==> src/rtl/rv32i_decode_exec_pkg.sv <==
// Shared types for the RV32I decode/execute stage: opcodes, ALU operations,
// instruction formats and the PC-select / writeback-source encodings.
package rv32i_decode_exec_pkg;

    localparam logic [6:0] OP_REG    = 7'b0110011;
    localparam logic [6:0] OP_IMM    = 7'b0010011;
    localparam logic [6:0] OP_LOAD   = 7'b0000011;
    localparam logic [6:0] OP_STORE  = 7'b0100011;
    localparam logic [6:0] OP_BRANCH = 7'b1100011;
    localparam logic [6:0] OP_JAL    = 7'b1101111;
    localparam logic [6:0] OP_JALR   = 7'b1100111;
    localparam logic [6:0] OP_LUI    = 7'b0110111;
    localparam logic [6:0] OP_AUIPC  = 7'b0010111;

    typedef enum logic [3:0] {
        ALU_ADD, ALU_SUB, ALU_SLL, ALU_SLT, ALU_SLTU, ALU_XOR, ALU_SRL, ALU_SRA,
        ALU_OR, ALU_AND, ALU_BEQ, ALU_BNE, ALU_BLT, ALU_BGE, ALU_BLTU, ALU_BGEU
    } alu_control_t;

    // NONE is zero so that a reset or NOP output reads as "no instruction".
    typedef enum logic [2:0] {
        IT_NONE = 3'd0,
        IT_R    = 3'd1,
        IT_I    = 3'd2,
        IT_S    = 3'd3,
        IT_B    = 3'd4,
        IT_U    = 3'd5,
        IT_J    = 3'd6
    } instruction_t;

    localparam logic [1:0] PC_PLUS4  = 2'd0;
    localparam logic [1:0] PC_JAL    = 2'd1;
    localparam logic [1:0] PC_JALR   = 2'd2;
    localparam logic [1:0] PC_BRANCH = 2'd3;

    localparam logic [2:0] RES_ALU   = 3'd0;
    localparam logic [2:0] RES_IMM   = 3'd1;
    localparam logic [2:0] RES_PCIMM = 3'd2;
    localparam logic [2:0] RES_PC4   = 3'd3;
    localparam logic [2:0] RES_MEM   = 3'd4;

    localparam logic [2:0] MEM_F3_WORD = 3'b010;

endpackage

==> src/rtl/rv32i_alu_core.sv <==
// Purely combinational RV32I ALU: arithmetic/logic ops plus branch compares
// that return 1/0 in bit 0.
module rv32i_alu_core
    import rv32i_decode_exec_pkg::*;
#(
    parameter int XLEN = 32
) (
    input  logic [3:0]      op_i,
    input  logic [XLEN-1:0] a_i,
    input  logic [XLEN-1:0] b_i,
    output logic [XLEN-1:0] y_o
);

    logic [4:0] shamt;
    logic       eq;
    logic       lt_s;
    logic       lt_u;

    assign shamt = b_i[4:0];
    assign eq    = (a_i == b_i);
    assign lt_s  = ($signed(a_i) < $signed(b_i));
    assign lt_u  = (a_i < b_i);

    always_comb begin
        y_o = '0;
        case (alu_control_t'(op_i))
            ALU_ADD:  y_o = a_i + b_i;
            ALU_SUB:  y_o = a_i - b_i;
            ALU_SLL:  y_o = a_i << shamt;
            ALU_SLT:  y_o = {{(XLEN-1){1'b0}}, lt_s};
            ALU_SLTU: y_o = {{(XLEN-1){1'b0}}, lt_u};
            ALU_XOR:  y_o = a_i ^ b_i;
            ALU_SRL:  y_o = a_i >> shamt;
            ALU_SRA:  y_o = $unsigned($signed(a_i) >>> shamt);
            ALU_OR:   y_o = a_i | b_i;
            ALU_AND:  y_o = a_i & b_i;
            ALU_BEQ:  y_o = {{(XLEN-1){1'b0}}, eq};
            ALU_BNE:  y_o = {{(XLEN-1){1'b0}}, ~eq};
            ALU_BLT:  y_o = {{(XLEN-1){1'b0}}, lt_s};
            ALU_BGE:  y_o = {{(XLEN-1){1'b0}}, ~lt_s};
            ALU_BLTU: y_o = {{(XLEN-1){1'b0}}, lt_u};
            ALU_BGEU: y_o = {{(XLEN-1){1'b0}}, ~lt_u};
            default:  y_o = '0;
        endcase
    end

endmodule

==> src/rtl/rv32i_decode_exec.sv <==
// RV32I decode + immediate extend + ALU stage with a single registered output
// stage; data outputs hold their last value while no instruction is presented.
module rv32i_decode_exec
    import rv32i_decode_exec_pkg::*;
#(
    parameter int XLEN = 32
) (
    input  logic            clk,
    input  logic            rst,
    input  logic            in_valid,
    input  logic [31:0]     instr,
    input  logic [XLEN-1:0] rs1,
    input  logic [XLEN-1:0] rs2,
    output logic            out_valid,
    output logic [XLEN-1:0] alu_result,
    output logic [XLEN-1:0] imm_ext,
    output logic [1:0]      pc_src,
    output logic [2:0]      result_src,
    output logic            alu_src,
    output logic            reg_wen,
    output logic            mem_wen,
    output logic [XLEN-1:0] mem_addr,
    output logic [2:0]      mem_funct3,
    output logic [2:0]      instr_type
);

    logic [6:0]      opcode;
    logic [2:0]      funct3;
    logic            funct7_5;

    logic [XLEN-1:0] imm_i, imm_s, imm_b, imm_u, imm_j;

    logic [XLEN-1:0] imm_p0_d;
    alu_control_t    alu_op_p0_d;
    logic [1:0]      pc_src_p0_d;
    logic [2:0]      result_src_p0_d;
    logic            alu_src_p0_d;
    logic            reg_wen_p0_d;
    logic            mem_wen_p0_d;
    logic [2:0]      mem_funct3_p0_d;
    instruction_t    instr_type_p0_d;
    logic [XLEN-1:0] alu_in2_p0_d;
    logic [XLEN-1:0] alu_res_p0_d;
    logic [XLEN-1:0] mem_addr_p0_d;

    logic            vld_p1_q;
    logic [XLEN-1:0] alu_res_p1_q;
    logic [XLEN-1:0] imm_p1_q;
    logic [1:0]      pc_src_p1_q;
    logic [2:0]      result_src_p1_q;
    logic            alu_src_p1_q;
    logic            reg_wen_p1_q;
    logic            mem_wen_p1_q;
    logic [XLEN-1:0] mem_addr_p1_q;
    logic [2:0]      mem_funct3_p1_q;
    logic [2:0]      instr_type_p1_q;

    assign opcode   = instr[6:0];
    assign funct3   = instr[14:12];
    assign funct7_5 = instr[30];

    assign imm_i = {{20{instr[31]}}, instr[31:20]};
    assign imm_s = {{20{instr[31]}}, instr[31:25], instr[11:7]};
    assign imm_b = {{19{instr[31]}}, instr[31], instr[7], instr[30:25], instr[11:8], 1'b0};
    assign imm_u = {instr[31:12], 12'b0};
    assign imm_j = {{11{instr[31]}}, instr[31], instr[19:12], instr[20], instr[30:21], 1'b0};

    // Stage p0: decode control and pick the immediate for this opcode.
    always_comb begin
        imm_p0_d        = '0;
        alu_op_p0_d     = ALU_ADD;
        pc_src_p0_d     = PC_PLUS4;
        result_src_p0_d = RES_ALU;
        alu_src_p0_d    = 1'b0;
        reg_wen_p0_d    = 1'b0;
        mem_wen_p0_d    = 1'b0;
        mem_funct3_p0_d = MEM_F3_WORD;
        instr_type_p0_d = IT_NONE;

        case (opcode)
            OP_REG: begin
                instr_type_p0_d = IT_R;
                reg_wen_p0_d    = 1'b1;
                case (funct3)
                    3'b000:  alu_op_p0_d = funct7_5 ? ALU_SUB : ALU_ADD;
                    3'b001:  alu_op_p0_d = ALU_SLL;
                    3'b010:  alu_op_p0_d = ALU_SLT;
                    3'b011:  alu_op_p0_d = ALU_SLTU;
                    3'b100:  alu_op_p0_d = ALU_XOR;
                    3'b101:  alu_op_p0_d = funct7_5 ? ALU_SRA : ALU_SRL;
                    3'b110:  alu_op_p0_d = ALU_OR;
                    default: alu_op_p0_d = ALU_AND;
                endcase
            end
            OP_IMM: begin
                instr_type_p0_d = IT_I;
                imm_p0_d        = imm_i;
                alu_src_p0_d    = 1'b1;
                reg_wen_p0_d    = 1'b1;
                // No SUBI exists: instr[30] only matters for the right shift.
                case (funct3)
                    3'b000:  alu_op_p0_d = ALU_ADD;
                    3'b001:  alu_op_p0_d = ALU_SLL;
                    3'b010:  alu_op_p0_d = ALU_SLT;
                    3'b011:  alu_op_p0_d = ALU_SLTU;
                    3'b100:  alu_op_p0_d = ALU_XOR;
                    3'b101:  alu_op_p0_d = funct7_5 ? ALU_SRA : ALU_SRL;
                    3'b110:  alu_op_p0_d = ALU_OR;
                    default: alu_op_p0_d = ALU_AND;
                endcase
            end
            OP_LOAD: begin
                instr_type_p0_d = IT_I;
                imm_p0_d        = imm_i;
                alu_src_p0_d    = 1'b1;
                reg_wen_p0_d    = 1'b1;
                result_src_p0_d = RES_MEM;
                mem_funct3_p0_d = funct3;
            end
            OP_STORE: begin
                instr_type_p0_d = IT_S;
                imm_p0_d        = imm_s;
                alu_src_p0_d    = 1'b1;
                mem_wen_p0_d    = 1'b1;
                mem_funct3_p0_d = funct3;
            end
            OP_BRANCH: begin
                instr_type_p0_d = IT_B;
                imm_p0_d        = imm_b;
                pc_src_p0_d     = PC_BRANCH;
                case (funct3)
                    3'b001:  alu_op_p0_d = ALU_BNE;
                    3'b100:  alu_op_p0_d = ALU_BLT;
                    3'b101:  alu_op_p0_d = ALU_BGE;
                    3'b110:  alu_op_p0_d = ALU_BLTU;
                    3'b111:  alu_op_p0_d = ALU_BGEU;
                    default: alu_op_p0_d = ALU_BEQ;
                endcase
            end
            OP_JAL: begin
                instr_type_p0_d = IT_J;
                imm_p0_d        = imm_j;
                pc_src_p0_d     = PC_JAL;
                result_src_p0_d = RES_PC4;
                reg_wen_p0_d    = 1'b1;
            end
            OP_JALR: begin
                instr_type_p0_d = IT_I;
                imm_p0_d        = imm_i;
                alu_src_p0_d    = 1'b1;
                pc_src_p0_d     = PC_JALR;
                result_src_p0_d = RES_PC4;
                reg_wen_p0_d    = 1'b1;
            end
            OP_LUI: begin
                instr_type_p0_d = IT_U;
                imm_p0_d        = imm_u;
                result_src_p0_d = RES_IMM;
                reg_wen_p0_d    = 1'b1;
            end
            OP_AUIPC: begin
                instr_type_p0_d = IT_U;
                imm_p0_d        = imm_u;
                result_src_p0_d = RES_PCIMM;
                reg_wen_p0_d    = 1'b1;
            end
            default: ;
        endcase
    end

    assign alu_in2_p0_d  = alu_src_p0_d ? imm_p0_d : rs2;
    assign mem_addr_p0_d = rs1 + imm_p0_d;

    rv32i_alu_core #(
        .XLEN (XLEN)
    ) u_alu (
        .op_i (alu_op_p0_d),
        .a_i  (rs1),
        .b_i  (alu_in2_p0_d),
        .y_o  (alu_res_p0_d)
    );

    // Stage p1: output register; data only advances on an accepted instruction.
    always_ff @(posedge clk) begin
        if (rst) begin
            vld_p1_q        <= 1'b0;
            alu_res_p1_q    <= '0;
            imm_p1_q        <= '0;
            pc_src_p1_q     <= '0;
            result_src_p1_q <= '0;
            alu_src_p1_q    <= 1'b0;
            reg_wen_p1_q    <= 1'b0;
            mem_wen_p1_q    <= 1'b0;
            mem_addr_p1_q   <= '0;
            mem_funct3_p1_q <= '0;
            instr_type_p1_q <= '0;
        end else begin
            vld_p1_q <= in_valid;
            if (in_valid) begin
                alu_res_p1_q    <= alu_res_p0_d;
                imm_p1_q        <= imm_p0_d;
                pc_src_p1_q     <= pc_src_p0_d;
                result_src_p1_q <= result_src_p0_d;
                alu_src_p1_q    <= alu_src_p0_d;
                reg_wen_p1_q    <= reg_wen_p0_d;
                mem_wen_p1_q    <= mem_wen_p0_d;
                mem_addr_p1_q   <= mem_addr_p0_d;
                mem_funct3_p1_q <= mem_funct3_p0_d;
                instr_type_p1_q <= instr_type_p0_d;
            end
        end
    end

    assign out_valid  = vld_p1_q;
    assign alu_result = alu_res_p1_q;
    assign imm_ext    = imm_p1_q;
    assign pc_src     = pc_src_p1_q;
    assign result_src = result_src_p1_q;
    assign alu_src    = alu_src_p1_q;
    assign reg_wen    = reg_wen_p1_q;
    assign mem_wen    = mem_wen_p1_q;
    assign mem_addr   = mem_addr_p1_q;
    assign mem_funct3 = mem_funct3_p1_q;
    assign instr_type = instr_type_p1_q;

endmodule

==> config.mk <==
export PLATFORM = sky130hd
export DESIGN_NAME = rv32i_decode_exec
export DESIGN_NICKNAME = d
export VERILOG_FILES = /design/src/rtl/rv32i_decode_exec_pkg.sv /design/src/rtl/rv32i_alu_core.sv /design/src/rtl/rv32i_decode_exec.sv
export SDC_FILE = /design/constraint.sdc
export NUM_CORES = 1
export LEC_CHECK = 0
export BUFFER_PORTS_ARGS = -buffer_cell sky130_fd_sc_hd__buf_2
export CAP_MARGIN = 20
export CORE_MARGIN = 2
export CORE_UTILIZATION = 35
export CTS_CLUSTER_DIAMETER = 40
export CTS_CLUSTER_SIZE = 14
export DETAILED_ROUTE_END_ITERATION = 10
export PLACE_DENSITY = 0.51
export REMOVE_ABC_BUFFERS = 1
export SKIP_LAST_GASP = 1
export SYNTH_ARGS = -nofsm -noshare
export SYNTH_HDL_FRONTEND = slang
export SYNTH_HIERARCHICAL = 1
export SYNTH_SLANG_ARGS = --single-unit
==> constraint.sdc <==
create_clock -name clk -period 6.8 [get_ports clk]
set_input_delay 1.02 -clock clk [delete_from_list [all_inputs] [get_ports clk]]
set_output_delay 1.02 -clock clk [all_outputs]
set_load 0.03 [all_outputs]
==> summary.txt <==
Outcome
  • Status: complete, no violations

Logic synthesis
  • Sequential share of the synthesized area: 15.1%
  • Number of flops mapped to enable cells by yosys: 0
  • YS warnings: 6
  • Cell variety after synth: 90
  • Synthesized instance count: around 2,100
  • Post-Syn Area: roughly 0.015 mm^2
  • Synthesized area per cell: 7.15 um^2
  • Asr flop ratio synth: 0%
  • Main synth FF type: dfxtp_1
  • Yosys reg bits: 111

Detailed routing
  • Remaining antenna violation count after routing: 0
  • Via density: 6.04
  • WL final: 67,200 um
  • Pre-antenna DRT Iters: 5
  • DR DRC count: 0
  • Routed len/inst: 24.8 um
  • Via count: 16,400
  • Starting DRC count in detailed routing: approximately 1,700

Finish
  • Fillers: 4,517
  • Most frequent cells in the layout: nor2_1 (282), nand2_1 (215), buf_2 (207)
  • Final core occ: 39.6%
  • Syn-to-layout area delta: 12.4%
  • Fraction of layout cells with a size suffix above 1: 15.9%
  • Final Cell Area: 0.0165 mm^2
  • Net total in the final layout: 2,400
  • Commonest non-fill, non-tap cell in the layout: nor2_1
  • Antenna cells: 0

Timing
  • Slew @ Worst Pin: 0.884 ns
  • Period Utilization, post-route: 86.0%
  • Min Tclk post-route: 5.85 ns
  • Slew Viols, Final: 0
  • Slew margin rel.: 41.0%
  • Final setup viols: 0
  • Final Hold Vio Count: 0
  • Fmax: 171 MHz
  • Clock Skews: 0 ns
  • RSZ-0062 raised after global routing: false

Clocking
  • Clk sinks: 111
  • CTS resizes: 0
  • Clk slew on worst S/H paths: 0.09 ns
  • Post CTS Setup Buffer Count: 0
  • Post-CTS Hold Buffers: 0
  • CTS root buf: clkbuf_16
  • CTS tree: done
  • Longest Clk Path Bufs: 2
  • Worst-Skew Late Latency: 0.41 ns
  • Cts bufs inserted: 9
  • H-Tree Depth: 3

Worst setup path
  • Worst Path Required: 7.08 ns
  • R2R Path End: mem_addr[24]
  • Critical path capture point type: flip-flop
  • Worst r2r src: mem_addr[24]
  • Reg-to-reg slack, setup: 5.86 ns
  • Crit path from: instr[3]
  • FF-to-FF path depth: 2
  • Worst Path Max Fanout: 88
  • Startpoint Class: input port
  • Arrival time worst endpoint: 6.14 ns
  • CP endpoint: alu_result[0]
  • Crit Path Class: in -> reg

Power
  • Gate power share: 47.5%
  • Internal power: 1370 uW
  • Switching Share: 45.1%
  • Reg power frac: between 20% and 30%
  • Leakage power: 0.00767 uW
  • IR drop worst, VDD: ~0.00011 V
  • Clock power frac: about a quarter
  • PwrDens: 152 mW/mm^2
  • Switching power: 1130 uW

Place
  • IO buf count: approximately 210
  • DP HPWL: 52,500 um
  • Routability cong.: 0.975
  • Post-DP Area: 0.0162 mm^2

Global routing
  • Antenna violations before repair: 1
  • First-pass GRT wire length: between 90,000 and 100,000 um
  • Total grt overflow: 0
  • Vias in the first global route: 15,600
  • GRT Overall Usage: between 20% and 30%
  • Largest net degree at the start of global routing: 89

Floorplan
  • Die Ht: 209 um
  • Core Box Area: around 0.042 mm^2
  • Initial Util: 35.2%
  • Die footprint: 0.0436 mm^2
  • Cell row count: 75
  • IO Count: 210
  • Die X: 209 um

Run
  • Max Cap Violations: 0

Worst hold path
  • Worst Hold Class: reg -> reg
routing by layer:
| metal | vias up | GRT usage (%) | routed length, um |
|---|---|---|---|
| met5 | - | 0 | 7 |
| met4 | 2 | 12.1 | 2500 |
| met3 | 96 | 3.29 | 4230 |
| met2 | 744 | 49.5 | 31200 |
| met1 | 7862 | 39.7 | 29300 |
| li1 | 7684 | - | - |
synthesized netlist by cell type, drive strengths merged (22+ instances only):
master,n,area [um^2]
nor2,283,1070
nand2,215,807
a21oi,181,906
inv,130,488
ha,128,1600
o21ai,126,638
dfxtp,111,2220
mux2i,100,1000
clkbuf,88,330
a211oi,63,473
buf,58,318
nand3,39,195
a21o,35,263
nor3,34,175
xnor2,32,280
mux4,29,661
a221oi,25,238
nand2b,25,156
a31oi,22,138
o211ai,22,175
o221ai,22,199
cells by family (layout without fill, tap and decap cells):
group,after synthesis,count (layout),share of synthesized area (%)
AND/OR/NAND/NOR,702,702,21.3
AO/OA/AOI/OAI,648,648,29.7
buffers and inverters,276,398,7.74
multiplexers,138,138,12.0
adder cells (fa/ha/maj),131,131,11.3
flip-flops,111,111,15.1
XOR/XNOR,47,47,2.81
power groups by stage:
stage | clock network [uW] | logic [uW] | registers, uW
after floorplan | 0 | 668 | 830
after global placement | 0 | 1170 | 739
after detailed placement | 0 | 1160 | 739
after CTS | 611 | 1170 | 725
after global routing | 629 | 1280 | 730
final | 589 | 1190 | 724
flip-flops by register name, indices dropped and copies added (netlist names):
name / count
alu_src: 1
reg_wen: 1
instr_type: 3
alu_result: 32
imm_ext: 32
mem_funct3: 3
result_src: 3
out_valid: 1
pc_src: 2
mem_wen: 1
mem_addr: 32
layout make-up:
class | instances | area (um^2) | share of cell area (%)
sequential | 111 | 2220 | 13.5
tap | 539 | 674 | 4.09
clock inverter | 6 | 58.8 | 0.356
inverter | 130 | 488 | 2.96
multi-input combinational | 1666 | 11400 | 69.0
timing repair buffer | 252 | 1430 | 8.65
clock buffer | 10 | 239 | 1.45
per-stage QoR:
stage	instances	setup slack, ns	setup TNS, ns	hold slack, ns	power (uW)
floorplan	1907	-3.37	-88.61	0.583	1500
global placement	2698	0.702	0	0.436	1910
detailed placement	2698	0.617	0	0.456	1900
CTS	2714	1.05	0	0.476	2510
global route	2714	0.634	0	0.494	2630
finish	2714	0.950	0	0.471	2500
how the worst min path moves through the flow:
stage | cells past startpoint | to | startpoint
floorplan | 2 | mem_addr[12] | mem_addr[12]
global placement | 2 | mem_addr[18] | mem_addr[18]
detailed placement | 2 | mem_addr[18] | mem_addr[18]
CTS | 2 | pc_src[1] | pc_src[1]
global route | 2 | pc_src[1] | pc_src[1]
finish | 2 | mem_funct3[2] | mem_funct3[2]
critical path, cell delays in order:
cell and delay [ns]:
buf_2 0.13, inv_1 0.09, nand3_1 0.24, nor4_1 0.29
buf_4 0.22, nor2b_1 0.19, a22o_1 0.36, a21o_4 0.16
buf_12 0.37, ha_1 0.27, fa_1 0.23, o21bai_1 0.12
a221oi_2 0.34, o211ai_2 0.21, a311oi_4 0.49, o21ai_2 0.14
nor2_4 0.15, nor2_1 0.10, a2111oi_0 0.45, or4_1 0.19
o2111ai_2 0.14, mux2i_1 0.16, nor2_1 0.05
No activity file was read; power rests on OpenSTA's default activity.
